$ cat src/rtl/usb_tx_pkg.sv
// Shared types and constants for the USB full-speed transmit encoder.
// Line encodings are {d_plus, d_minus}.
package usb_tx_pkg;

    typedef enum logic [2:0] {
        IDLE,
        SHIFT,
        STUFF,
        EOP_SE0,
        EOP_J
    } tx_state_t;

    localparam logic [1:0] LINE_J   = 2'b10;
    localparam logic [1:0] LINE_K   = 2'b01;
    localparam logic [1:0] LINE_SE0 = 2'b00;

    localparam logic [2:0] STUFF_LIMIT  = 3'd6;
    localparam int         EOP_SE0_BITS = 2;

    // NRZI transition used for a data 0 and for a stuffed bit.
    function automatic logic [1:0] nrzi_toggle(input logic [1:0] line);
        return (line == LINE_J) ? LINE_K : LINE_J;
    endfunction

endpackage

$ cat src/rtl/tx_byte_buffer.sv
// Small synchronous FIFO with fall-through read data. A write while full
// is accepted only when a read retires an entry in the same cycle.
module tx_byte_buffer #(
    parameter int DEPTH = 2,
    parameter int WIDTH = 8
) (
    input  logic             clk,
    input  logic             n_rst,
    input  logic             wr_en,
    input  logic [WIDTH-1:0] wr_data,
    input  logic             rd_en,
    output logic [WIDTH-1:0] rd_data,
    output logic             full,
    output logic             empty
);

    localparam int AW = $clog2(DEPTH);

    logic [WIDTH-1:0] mem [DEPTH];
    logic [AW-1:0]    wr_ptr_reg;
    logic [AW-1:0]    rd_ptr_reg;
    logic [AW:0]      count_reg;
    logic             do_rd;
    logic             do_wr;

    assign full    = (count_reg == (AW+1)'(DEPTH));
    assign empty   = (count_reg == '0);
    assign do_rd   = rd_en && !empty;
    assign do_wr   = wr_en && (!full || do_rd);
    assign rd_data = mem[rd_ptr_reg];

    always_ff @(posedge clk or negedge n_rst) begin
        if (!n_rst) begin
            wr_ptr_reg <= '0;
            rd_ptr_reg <= '0;
            count_reg  <= '0;
        end else begin
            if (do_wr) wr_ptr_reg <= wr_ptr_reg + 1'b1;
            if (do_rd) rd_ptr_reg <= rd_ptr_reg + 1'b1;
            case ({do_wr, do_rd})
                2'b10:   count_reg <= count_reg + 1'b1;
                2'b01:   count_reg <= count_reg - 1'b1;
                default: count_reg <= count_reg;
            endcase
        end
    end

    always_ff @(posedge clk) begin
        if (do_wr) mem[wr_ptr_reg] <= wr_data;
    end

endmodule

$ cat src/rtl/usb_tx_encoder.sv
// USB full-speed transmitter: buffered bytes are serialised LSB first,
// bit-stuffed, NRZI encoded onto D+/D-, and closed with an SE0,SE0,J EOP.
module usb_tx_encoder
    import usb_tx_pkg::*;
#(
    parameter int CLKS_PER_BIT = 4,
    parameter int BUF_DEPTH    = 2
) (
    input  logic       clk,
    input  logic       n_rst,
    input  logic [7:0] tx_byte,
    input  logic       tx_byte_valid,
    input  logic       tx_eop_req,
    input  logic       clear_err,
    output logic       tx_ready,
    output logic       tx_active,
    output logic       d_plus,
    output logic       d_minus,
    output logic       overrun,
    output logic       underrun
);

    localparam int TW = $clog2(CLKS_PER_BIT);

    tx_state_t state_reg, state_next;
    logic [TW-1:0] tmr_reg, tmr_next;
    logic [7:0]    shift_reg, shift_next;
    logic [2:0]    bit_idx_reg, bit_idx_next;
    logic [2:0]    ones_reg, ones_next;
    logic [1:0]    line_reg, line_next;
    logic          active_reg, active_next;
    logic          eop_pending_reg, eop_pending_next;
    logic          overrun_reg, overrun_next;
    logic          underrun_reg, underrun_next;

    logic       pop;
    logic       boundary;
    logic       underrun_set;
    logic       eop_clear;
    logic       bit_start;
    logic       bit_end;
    logic [2:0] ones_inc;
    logic [7:0] buf_data;
    logic       buf_full;
    logic       buf_empty;

    tx_byte_buffer #(
        .DEPTH (BUF_DEPTH),
        .WIDTH (8)
    ) u_buf (
        .clk     (clk),
        .n_rst   (n_rst),
        .wr_en   (tx_byte_valid),
        .wr_data (tx_byte),
        .rd_en   (pop),
        .rd_data (buf_data),
        .full    (buf_full),
        .empty   (buf_empty)
    );

    assign bit_start = (tmr_reg == '0);
    assign bit_end   = (tmr_reg == TW'(CLKS_PER_BIT - 1));
    assign ones_inc  = shift_reg[0] ? (ones_reg + 3'd1) : 3'd0;

    always_ff @(posedge clk or negedge n_rst) begin
        if (!n_rst) begin
            state_reg       <= IDLE;
            tmr_reg         <= '0;
            shift_reg       <= '0;
            bit_idx_reg     <= '0;
            ones_reg        <= '0;
            line_reg        <= LINE_J;
            active_reg      <= 1'b0;
            eop_pending_reg <= 1'b0;
            overrun_reg     <= 1'b0;
            underrun_reg    <= 1'b0;
        end else begin
            state_reg       <= state_next;
            tmr_reg         <= tmr_next;
            shift_reg       <= shift_next;
            bit_idx_reg     <= bit_idx_next;
            ones_reg        <= ones_next;
            line_reg        <= line_next;
            active_reg      <= active_next;
            eop_pending_reg <= eop_pending_next;
            overrun_reg     <= overrun_next;
            underrun_reg    <= underrun_next;
        end
    end

    always_comb begin
        state_next   = state_reg;
        tmr_next     = '0;
        shift_next   = shift_reg;
        bit_idx_next = bit_idx_reg;
        ones_next    = ones_reg;
        line_next    = line_reg;
        active_next  = active_reg;
        pop          = 1'b0;
        boundary     = 1'b0;
        underrun_set = 1'b0;
        eop_clear    = 1'b0;

        if (state_reg != IDLE) tmr_next = bit_end ? '0 : tmr_reg + 1'b1;

        // Line updates on the first cycle of each bit; decisions on the last.
        case (state_reg)
            IDLE: begin
                if (!buf_empty) begin
                    pop          = 1'b1;
                    shift_next   = buf_data;
                    bit_idx_next = '0;
                    ones_next    = '0;
                    line_next    = LINE_J;
                    active_next  = 1'b1;
                    state_next   = SHIFT;
                end
            end
            SHIFT: begin
                if (bit_start) line_next = shift_reg[0] ? line_reg : nrzi_toggle(line_reg);
                if (bit_end) begin
                    ones_next    = ones_inc;
                    shift_next   = {1'b0, shift_reg[7:1]};
                    bit_idx_next = bit_idx_reg + 1'b1;
                    if (ones_inc == STUFF_LIMIT) state_next = STUFF;
                    else if (bit_idx_reg == 3'd7) boundary = 1'b1;
                end
            end
            STUFF: begin
                if (bit_start) line_next = nrzi_toggle(line_reg);
                if (bit_end) begin
                    ones_next = '0;
                    // Bit index already wrapped to 0 when the stuff followed bit 7.
                    if (bit_idx_reg == 3'd0) boundary = 1'b1;
                    else state_next = SHIFT;
                end
            end
            EOP_SE0: begin
                if (bit_start) line_next = LINE_SE0;
                if (bit_end) begin
                    if (bit_idx_reg == 3'(EOP_SE0_BITS - 1)) state_next = EOP_J;
                    else bit_idx_next = bit_idx_reg + 1'b1;
                end
            end
            EOP_J: begin
                if (bit_start) line_next = LINE_J;
                if (bit_end) begin
                    active_next = 1'b0;
                    state_next  = IDLE;
                end
            end
            default: state_next = IDLE;
        endcase

        if (boundary) begin
            if (!buf_empty) begin
                pop          = 1'b1;
                shift_next   = buf_data;
                bit_idx_next = '0;
                state_next   = SHIFT;
            end else begin
                bit_idx_next = '0;
                eop_clear    = 1'b1;
                underrun_set = !eop_pending_reg;
                state_next   = EOP_SE0;
            end
        end
    end

    // A request still held while the EOP is on the line belongs to the packet
    // being closed, so it must not arm an EOP for the next packet.
    always_comb begin
        eop_pending_next = eop_pending_reg;
        if (eop_clear)
            eop_pending_next = 1'b0;
        else if (tx_eop_req && (active_reg || !buf_empty) &&
                 state_reg != EOP_SE0 && state_reg != EOP_J)
            eop_pending_next = 1'b1;

        overrun_next = overrun_reg;
        if (clear_err) overrun_next = 1'b0;
        else if (tx_byte_valid && buf_full && !pop) overrun_next = 1'b1;

        underrun_next = underrun_reg;
        if (clear_err) underrun_next = 1'b0;
        else if (underrun_set) underrun_next = 1'b1;
    end

    assign tx_ready  = !buf_full;
    assign tx_active = active_reg;
    assign d_plus    = line_reg[1];
    assign d_minus   = line_reg[0];
    assign overrun   = overrun_reg;
    assign underrun  = underrun_reg;

endmodule
$ cat config.mk
export PLATFORM = sky130hd
export DESIGN_NAME = usb_tx_encoder
export DESIGN_NICKNAME = d
export VERILOG_FILES = /design/src/rtl/usb_tx_pkg.sv /design/src/rtl/tx_byte_buffer.sv /design/src/rtl/usb_tx_encoder.sv
export SDC_FILE = /design/constraint.sdc
export NUM_CORES = 1
export LEC_CHECK = 0
export CAP_MARGIN = 5
export CORE_MARGIN = 5
export CORE_UTILIZATION = 55
export DETAILED_ROUTE_END_ITERATION = 10
export PLACE_DENSITY = 0.73
export SLEW_MARGIN = 15
export SYNTH_ARGS = -nofsm -noshare
export SYNTH_HDL_FRONTEND = slang
export SYNTH_SLANG_ARGS = --single-unit
$ cat constraint.sdc
create_clock -name clk -period 3.99 [get_ports clk]
set_input_delay 0.9975 -clock clk [delete_from_list [all_inputs] [get_ports clk]]
set_output_delay 0.9975 -clock clk [all_outputs]
set_load 0.02 [all_outputs]
# Word-level counts from Yosys, hierarchy flattened
# Memories as Yosys holds them, arrays and structs flattened.
# Index checks and enable logic that the tools add are counted.
[word_totals]
in_bits = 13
mem_bits_ro = 0
output_inout_bits = 6
n_memories = 1
ramBits = 16
word_cells = 145
latchBits = 0
ff_bits = 29
[op_classes]
addsub = 7
magnitude_cmp = 0
n_mul = 0
n_mux = 61
n_eq_ne = 32
n_div = 0
shifts = 0
reduce_logical = 31
n_bitwise = 0
[memory_table]
columns = ["memory", "words", "width", "read_ports", "rd_ports_with_merged_regs", "wr", "line", "text"]
rows = [
  ["u_buf.mem", 2, 8, 1, 0, 1, "tx_byte_buffer.sv:19", "logic [WIDTH-1:0] mem [DEPTH];"],
]
[op_table]
columns = ["cell", "count"]
rows = [
  ["$mux W3", 16],
  ["$mux W8", 4],
  ["$ne A3 B3 Y1 const B", 10],
  ["$mux W1", 23],
  ["$mux W2", 10],
  ["$ne A2 B2 Y1 const B", 9],
  ["$pmux W3 S3", 2],
  ["$pmux W8 S2", 1],
  ["$pmux W3 S5", 1],
  ["$pmux W2 S5", 1],
  ["$reduce_bool A2 Y1", 5],
  ["$eq A3 B3 Y1 const B", 3],
  ["$eq A2 B2 Y1 const B", 4],
  ["$reduce_and A8 Y1", 1],
  ["$logic_and A1 B1 Y1", 7],
  ["$reduce_and A7 Y1", 1],
  ["$add A3 B1 Y3 const B", 2],
  ["$eq A3 B1 Y1 const B", 2],
  ["$eq A3 B2 Y1 const B", 2],
  ["$logic_not A3 Y1", 2],
  ["$reduce_bool A3 Y1", 2],
  ["$reduce_and A5 Y1", 1],
  ["$reduce_bool A5 Y1", 1],
  ["$add A2 B1 Y2 const B", 2],
  ["other kinds (12)", 19],
]

# Longest topological paths before layout
# Gate-level depths: netlist of run 1.
[logic_depth]
ltp_word = 12
ltp_mapped = 11
mapped_depth_nobuf = 11

# Modules after synthesis
# Synthesis of run 1 repeated with hierarchy kept, for this count alone.
[unflattened]
cells_unflattened = 203
hier_area_um2 = 2398.6
[by_module_without_submodules]
columns = ["mod", "seq_area_each_um2", "cells_per_inst", "area_per_inst_um2", "n_inst"]
rows = [
  ["usb_tx_encoder", 626.9, 159, 1605.3, 1],
  ["tx_byte_buffer", 580.6, 44, 793.3, 1],
]

# Worst setup path after synthesis of run 1
# Ideal clock, no wire load.
[synth_path]
path_type = "register to register"
startpoint = "reg bit_idx_reg[0]"
endpoint = "mem u_buf.mem[1][0], enable pin"
arrival_time_ns = 1.762
path_buffers = 0
path_slack_ns = 1.858
stages_incl_launch_ff = 8
setup_ns = 0.371
required_ns = 3.619
period_less_slack_ns = 2.132
cell_sequence = "dfrtp_1 inv_1 ha_1 nand4bb_1 a211o_2 a21oi_4 o31ai_4 nor2_1"
[synth_between]
elab_chain_cells = 11
elab_cells_between_ends = 14
classes_between = "eq/ne (1); mux (9); reduce/logical (4)"
[synth_lines]
columns = ["item", "line", "text"]
rows = [
  ["start: declaration", "usb_tx_encoder.sv:28", "logic [2:0] bit_idx_reg, bit_idx_next;"],
  ["start signal: assignment", "usb_tx_encoder.sv:81", "bit_idx_reg <= bit_idx_next;"],
  ["$eq A3 B3 Y1", "usb_tx_encoder.sv:126", "else if (bit_idx_reg == 3'd7) boundary = 1'b1;"],
  ["$mux W1", "usb_tx_encoder.sv:126", ""],
  ["$mux W1", "usb_tx_encoder.sv:125", "if (ones_inc == STUFF_LIMIT) state_next = STUFF;"],
  ["$mux W1", "usb_tx_encoder.sv:121", "if (bit_end) begin"],
  ["$pmux W1 S2 *", "usb_tx_encoder.sv:107", "case (state_reg)"],
  ["$mux W1 *", "usb_tx_encoder.sv:155", "if (boundary) begin"],
  ["$logic_and A1 B1 Y1 *", "tx_byte_buffer.sv:28", "assign do_rd = rd_en && !empty;"],
  ["$logic_or A1 B1 Y1 *", "tx_byte_buffer.sv:29", "assign do_wr = wr_en && (!full || do_rd);"],
  ["$logic_and A1 B1 Y1 *", "tx_byte_buffer.sv:29", ""],
  ["$mux W1 *", "tx_byte_buffer.sv:49", "if (do_wr) mem[wr_ptr_reg] <= wr_data;"],
  ["$mux W1 (not written as such) *", "tx_byte_buffer.sv:49", ""],
  ["end: declaration", "tx_byte_buffer.sv:19", ""],
]
# Every way passes the cells marked *; elsewhere a longest branch is shown, timed or not.

# Final worst setup path of run 1
[layout_path]
startpoint = "reg u_buf.count_reg[0]"
endpoint = "out tx_ready"
[layout_between]
elab_chain_cells = 2
[layout_lines]
columns = ["item", "line", "text"]
rows = [
  ["start: declaration", "tx_byte_buffer.sv:22", "logic [AW:0] count_reg;"],
  ["start signal: assignment", "tx_byte_buffer.sv:41", "2'b10: count_reg <= count_reg + 1'b1;"],
  ["start signal: assignment", "tx_byte_buffer.sv:42", "2'b01: count_reg <= count_reg - 1'b1;"],
  ["start signal: assignment", "tx_byte_buffer.sv:43", "default: count_reg <= count_reg;"],
  ["$eq A2 B2 Y1", "tx_byte_buffer.sv:26", "assign full = (count_reg == (AW+1)'(DEPTH));"],
  ["$logic_not A1 Y1", "usb_tx_encoder.sv:189", "assign tx_ready = !buf_full;"],
  ["end: declaration", "usb_tx_encoder.sv:15", "output logic tx_ready,"],
]
# Every way passes these cells.

==> summary.txt, run 1 <==
Run status
  – Status: completed

CTS
  – CTS-repair resized insts: 0
  – Setup bufs post-CTS: 0
  – Inserted Clock Buffers: 5
  – Clk sinks: 45
  – Root Buffer: clkbuf_8
  – CTS tree: yes
  – # H-tree levels: 2
  – Worst-Skew Late Latency: 300 ps
  – Worst-path clk slew: 90 ps
  – CTS max path bufs: 2
  – Hold-fix buffers, CTS: 0

Synth
  – Synth Register Bits: 45
  – EDFF count, synth: 16
  – Avg Inst Size Synth: 11.4 sq um
  – Synth area leaders: dfrtp_1, edfxtp_1, mux2i_1
  – Yosys warns: 0
  – Cells after synthesis: 204
  – Synth Flop Type: dfrtp_1
  – Mapped cell area: 2320 sq um
  – Syn nets: 225
  – Unique masters post-synth: 51
  – Area leader, netlist: dfrtp_1
  – Register area share after synthesis: 52.1%
  – Top cell type's share of synthesized area: 30.3%
  – Asr flop ratio synth: 64.4%

Worst setup path
  – Worst setup path class: reg2out
  – CP max stage delay: 640 ps
  – Worst Setup EP: tx_ready
  – Endpoint class of the critical path: output pin
  – Crit-path max FO: 5
  – Crit path launch: u_buf.count_reg[0]
  – Worst R2R End: u_buf.mem[1][0]
  – Req. time, crit path: 2990 ps
  – FF-to-FF setup slack: 1450 ps
  – R2R cell count: 5
  – Type of origin of the critical path: register
  – Worst path cell trace: nand2b_1 -> clkdlybuf4s50_1
  – Slowest-stage cell, CP: clkdlybuf4s50_1
  – R2r startpoint: state_reg[0]
  – CP arrival: 1620 ps

Final layout
  – Layout cell share with drive strength beyond 1: 10.3%
  – Finished Layout Cells: 274
  – Largest register FFs: 16
  – Layout Nets: 244
  – Diodes inserted: 0
  – Area delta synth->final: 13.1%

Floorplan
  – Die area: 5610 sq um
  – DIE HEIGHT: 74.9 um
  – Top Ports: 19
  – Initial core utilization: 57.5%
  – Die X: 74.9 um
  – Core area: 4030 sq um
  – Row cnt: 23

Hold path
  – Worst Hold Class: reg2reg

Global route
  – Vias in the first global route: 1566
  – Initial antenna violation count: 0
  – GRT Resource Usage Total: 16.9%
  – Maximum number of pins on one net before global-route repair: 30
  – First-pass GRT wire length: 7200 um
  – GRT overflow: 0

Route
  – Vias per cell: 5.86
  – Top sig layer: met4
  – Met3 WL: 265 um
  – Metal-1 WL: 1690 um
  – Drt first pass iters: 4
  – Vias: 1605
  – DR iter-0 viols: 193
  – Final WL: 4110 um
  – Post-route DRC: 0
  – DR WL met2: 2080 um
  – DRT antenna net count: 0
  – WL per Instance: 15.0 um

STA
  – Achievable Freq: 382 MHz
  – WHS: 477 ps
  – Setup TNS: 0 ps
  – RSZ-0062 raised after global routing: false
  – Slew margin rel.: 51.6%
  – Final number of hold-violating endpoints: 0
  – Minimum clock period after layout: 2620 ps
  – Fin crit share: 65.6%
  – Worst-case clock skew: 6.21 ps
  – Final Setup Violations: 0
  – Max-slew violations: 0
  – Worst-Margin Slew: 721 ps

Power and ir drop
  – Pwr/cell area: 695 nW/um^2
  – Maximum vdd drop: 0.360 mV
  – Leak: 0.00105 uW

Placed design
  – Port bufs: 18
  – Detail Placement HPWL: 3120 um
  – Final Wtd Congestion: 0.846
  – Cell total after placement: 266

Flow run
  – Max cap viols: 0
area by class of cell:
class,instances,area [sq um]
well taps,50,62.6
flip-flops and latches,45,1210
fillers,331,1410
clock inverters,3,25.0
inverters,15,56.3
clock buffers,5,68.8
repair buffers,19,188
multi-input cells,137,1010
synth_stat cells (2+ instances only):
master / instances
nand2_1: 15
nand3_1: 4
buf_2: 3
nor2b_1: 3
mux2i_1: 11
o31ai_1: 2
edfxtp_1: 16
nand4_1: 2
nor2_1: 13
a22oi_1: 7
a31oi_1: 4
nand2b_1: 5
xnor2_1: 5
o22ai_2: 2
dfrtp_1: 28
nor3_1: 4
o21ai_0: 9
a21oi_1: 5
inv_1: 14
xor2_1: 2
nor2_4: 2
and3_1: 4
ha_1: 8
o22ai_1: 9
layout by cell type, fill, tap and decap left out, types with 3 or more instances in the layout:
cell and instances:
dfrtp_1 28, clkdlybuf4s50_1 18, edfxtp_1 16, nand2_1 15, inv_1 14, nor2_1 13
mux2i_1 11, o21ai_0 9, o22ai_1 9, ha_1 8, a22oi_1 7, nand2b_1 5
xnor2_1 5, a21oi_1 5, clkbuf_8 5, nor3_1 4, nand3_1 4, and3_1 4
a31oi_1 4, nor2b_1 3
logic make-up after synthesis:
| family | share of synthesized area (%) |
|---|---|
| muxes | 4.75 |
| xor gates and xnor gates | 2.65 |
| buffers and inverters | 4.21 |
| adders and majority gates | 4.75 |
| and+or+nand+nor | 12.9 |
| DFF | 52.1 |
| AOI/OAI and AO/OA | 18.6 |
how the worst min path moves through the flow:
stage,start,end,slack [ps],depth (start not counted)
6_report,eop_pending_reg,underrun,480,1
2_1_floorplan,eop_pending_reg,underrun,430,1
3_5_place_dp,eop_pending_reg,underrun,460,1
4_1_cts,eop_pending_reg,underrun,480,1
3_3_place_gp,eop_pending_reg,underrun,450,1
5_1_grt,eop_pending_reg,underrun,490,1
stage by stage:
step           area (sq um)  utilization, %  power, uW  setup slack (ps)
3_3_place_gp           2520            62.7       1510              1490
2_1_floorplan          2320               -       1350              1860
5_1_grt                2620            65.0       1960              1250
6_report               2620            65.0       1820              1370
4_1_cts                2620            65.0       1840              1350
3_5_place_dp           2520            62.7       1550              1450
layer usage:
metal  up-vias  track usage, %
met3        11            4.54
met2        64            28.1
li1        780               -
met4         0            6.72
met1       750            21.0
met5         -               0
where the power goes:
part	leakage [uW]	switching (uW)	total, uW	internal (uW)
clock network	0.0000452	161	289	128
registers	0.000510	138	771	633
logic	0.000493	420	761	340
worst max-delay path, delay by kind of cell (launching register included):
| family | cells | cell delay, ps |
|---|---|---|
| and+or+nand+nor | 1 | 220 |
| DFF | 1 | 470 |
| buffers and inverters | 1 | 640 |
Note: power is estimated with default switching activity, not from simulation.
==> run 2: changes to the inputs <==
- CORE_UTILIZATION: 55 -> 52
- PLACE_DENSITY: 0.73 -> 0.72
- clock period: 3.99 -> 2.4 ns (I/O delays scaled with it)
==> run 2 against run 1 <==
Core utilization is 2.1 points lower. Clock skew rose by 0.68 ps. Critical endpoint is now u_buf.count_reg[1]. Sequential share of layout area down 1.7 points.
==> summary.txt, run 2 (same netlist as run 1, synthesis figures left out) <==
CTS
  – Hold-fix buffers, CTS: 0
  – Inserted Clock Buffers: 5
  – Worst-Skew Late Latency: 300 ps
  – # H-tree levels: 2
  – CTS max path bufs: 2
  – CTS tree: yes
  – Clk sinks: 45
  – Root Buffer: clkbuf_8
  – Worst-path clk slew: 90 ps

Worst setup path
  – Crit. path cell count: 8
  – Endpoint class of the critical path: register
  – Worst path cell trace: ha_1 -> nand3_1 -> o21ai_4 -> a21oi_4 -> o31ai_4 -> ha_1 -> nor2_1 -> xor2_1
  – Crit-path max FO: 6
  – Most used cell, CP: ha_1
  – Worst setup path class: reg2reg
  – CP top delay family: compound AO/OA/AOI/OAI gates
  – Type of origin of the critical path: register
  – Req. time, crit path: 2620 ps
  – CP max stage delay: 420 ps
  – Slowest-stage cell, CP: dfrtp_1
  – CP arrival: 2470 ps
  – R2R cell count: 8
  – CP Buf/Inv Count: 0

Floorplan
  – DIE HEIGHT: 76.7 um
  – Die X: 76.7 um
  – Die area: 5890 sq um
  – Top Ports: 19
  – Core area: 4320 sq um
  – Row cnt: 24
  – Initial core utilization: 53.6%

Placed design
  – Worst slack, placed: 48.2 ps
  – Cell total after placement: 276
  – Detail Placement HPWL: 3300 um
  – Port bufs: 18
  – Final Wtd Congestion: 0.860

Global route
  – Maximum number of pins on one net before global-route repair: 30
  – Initial antenna violation count: 0
  – GRT Resource Usage Total: 15.8%
  – GRT overflow: 0
  – Vias in the first global route: 1682
  – First-pass GRT wire length: 7600 um

Power and ir drop
  – Int Pwr: 1890 uW
  – Total power: 3110 uW
  – Switch share: 39.3%
  – Clock share of power: 15.4%
  – Pwr/cell area: 1140 nW/um^2
  – Maximum vdd drop: 0.587 mV
  – Switch Pwr: 1220 uW
  – Combinational share of power: 44.0%
  – Register share of total power: 40.6%
  – Leak: 0.00112 uW

Route
  – Final WL: 4400 um
  – Drt first pass iters: 4
  – DR iter-0 viols: 251
  – Post-route DRC: 0
  – Vias: 1670
  – Vias per cell: 5.78
  – DRT antenna net count: 0
  – WL per Instance: 15.2 um

Flow run
  – Max cap viols: 0

STA
  – Final number of hold-violating endpoints: 0
  – RSZ-0062 raised after global routing: false
  – Fin crit share: 93.7%
  – Worst-case clock skew: 6.89 ps
  – Final Setup Violations: 0
  – Setup WS post-layout: 152 ps
  – Minimum clock period after layout: 2250 ps
  – Max-slew violations: 0
  – Slew margin rel.: 49.8%
  – Worst-Margin Slew: 747 ps
  – Achievable Freq: 445 MHz
  – Setup TNS: 0 ps

Final layout
  – Layout cell share with drive strength beyond 1: 15.2%
  – Most common cell after layout, fill and taps aside: dfrtp_1
  – Diodes inserted: 0
  – Largest register FFs: 16
  – Final Util: 62.9%
  – Fillers: 341
  – Finished Layout Cells: 289
  – Area delta synth->final: 17.5%
  – Most frequent cells in the layout: dfrtp_1, clkdlybuf4s50_1, edfxtp_1, nand2_1
  – Layout Nets: 257

Run status
  – Status: completed

Hold path
  – Worst Hold Class: reg2reg
  – Hold path cells: 1
-- run 2: area by class of cell --
type	count	area (sq um)	area share, %
clock buffer	5	68.8	2.53
clock inverter	3	26.3	0.966
inverter	15	56.3	2.07
multi-input combinational	137	1010	37.2
sequential	45	1210	44.4
tap	52	65.1	2.39
timing repair buffer	32	285	10.5
-- run 2: worst register-to-register path, cell delays in order (launching register included) --
cell	delay, ps
dfrtp_1	420
ha_1	310
nand3_1	150
o21ai_4	290
a21oi_4	120
o31ai_4	280
ha_1	310
nor2_1	150
xor2_1	160
-- run 2: through the flow --
stage,instance area [sq um],hold WS [ps]
detailed placement,2590,455
global placement,2590,446
floorplan,2320,304
CTS,2680,468
global route,2720,491
finish,2720,466
-- run 2: final timing paths --
path / startpoint / endpoint / slack, ps
worst max-delay path: ones_reg[0] / u_buf.count_reg[1] / 150
worst min-delay path: tmr_reg[0] / tmr_reg[0] / 470
worst max register to register: ones_reg[0] / u_buf.count_reg[1] / 150
worst min register to register: tmr_reg[0] / tmr_reg[0] / 470
max in group asynchronous: n_rst / line_reg[1] / 1420
min in group asynchronous: n_rst / tmr_reg[0] / 670
-- run 2: power groups by stage --
stage          sequential, uW  combinational, uW  clock [uW]
2_1_floorplan            1220               1030           0
3_3_place_gp             1260               1290           0
3_5_place_dp             1280               1350           0
4_1_cts                  1260               1360         492
5_1_grt                  1290               1520         524
6_report                 1260               1370         478
-- run 2: timing repair --
action | 4_1_cts | 5_1_grt
gates resized for setup | 0 | 0
setup buffers | 0 | 5
setup endpoints to repair | 0 | 1
-- run 2: per-layer routing --
metal  vias to the layer above  GRT usage, %  wire, um
met5                         -             0         0
met4                         0          6.12       103
met3                        12          3.75       209
met2                        48          27.3      2260
met1                       799          18.8      1820
li1                        811             -         -
==> run 3: changes to the inputs <==
- SKIP_CTS_REPAIR_TIMING: default -> 1
==> results of run 3 <==
Final layout, timing and power as in run 2 (identical DEF).
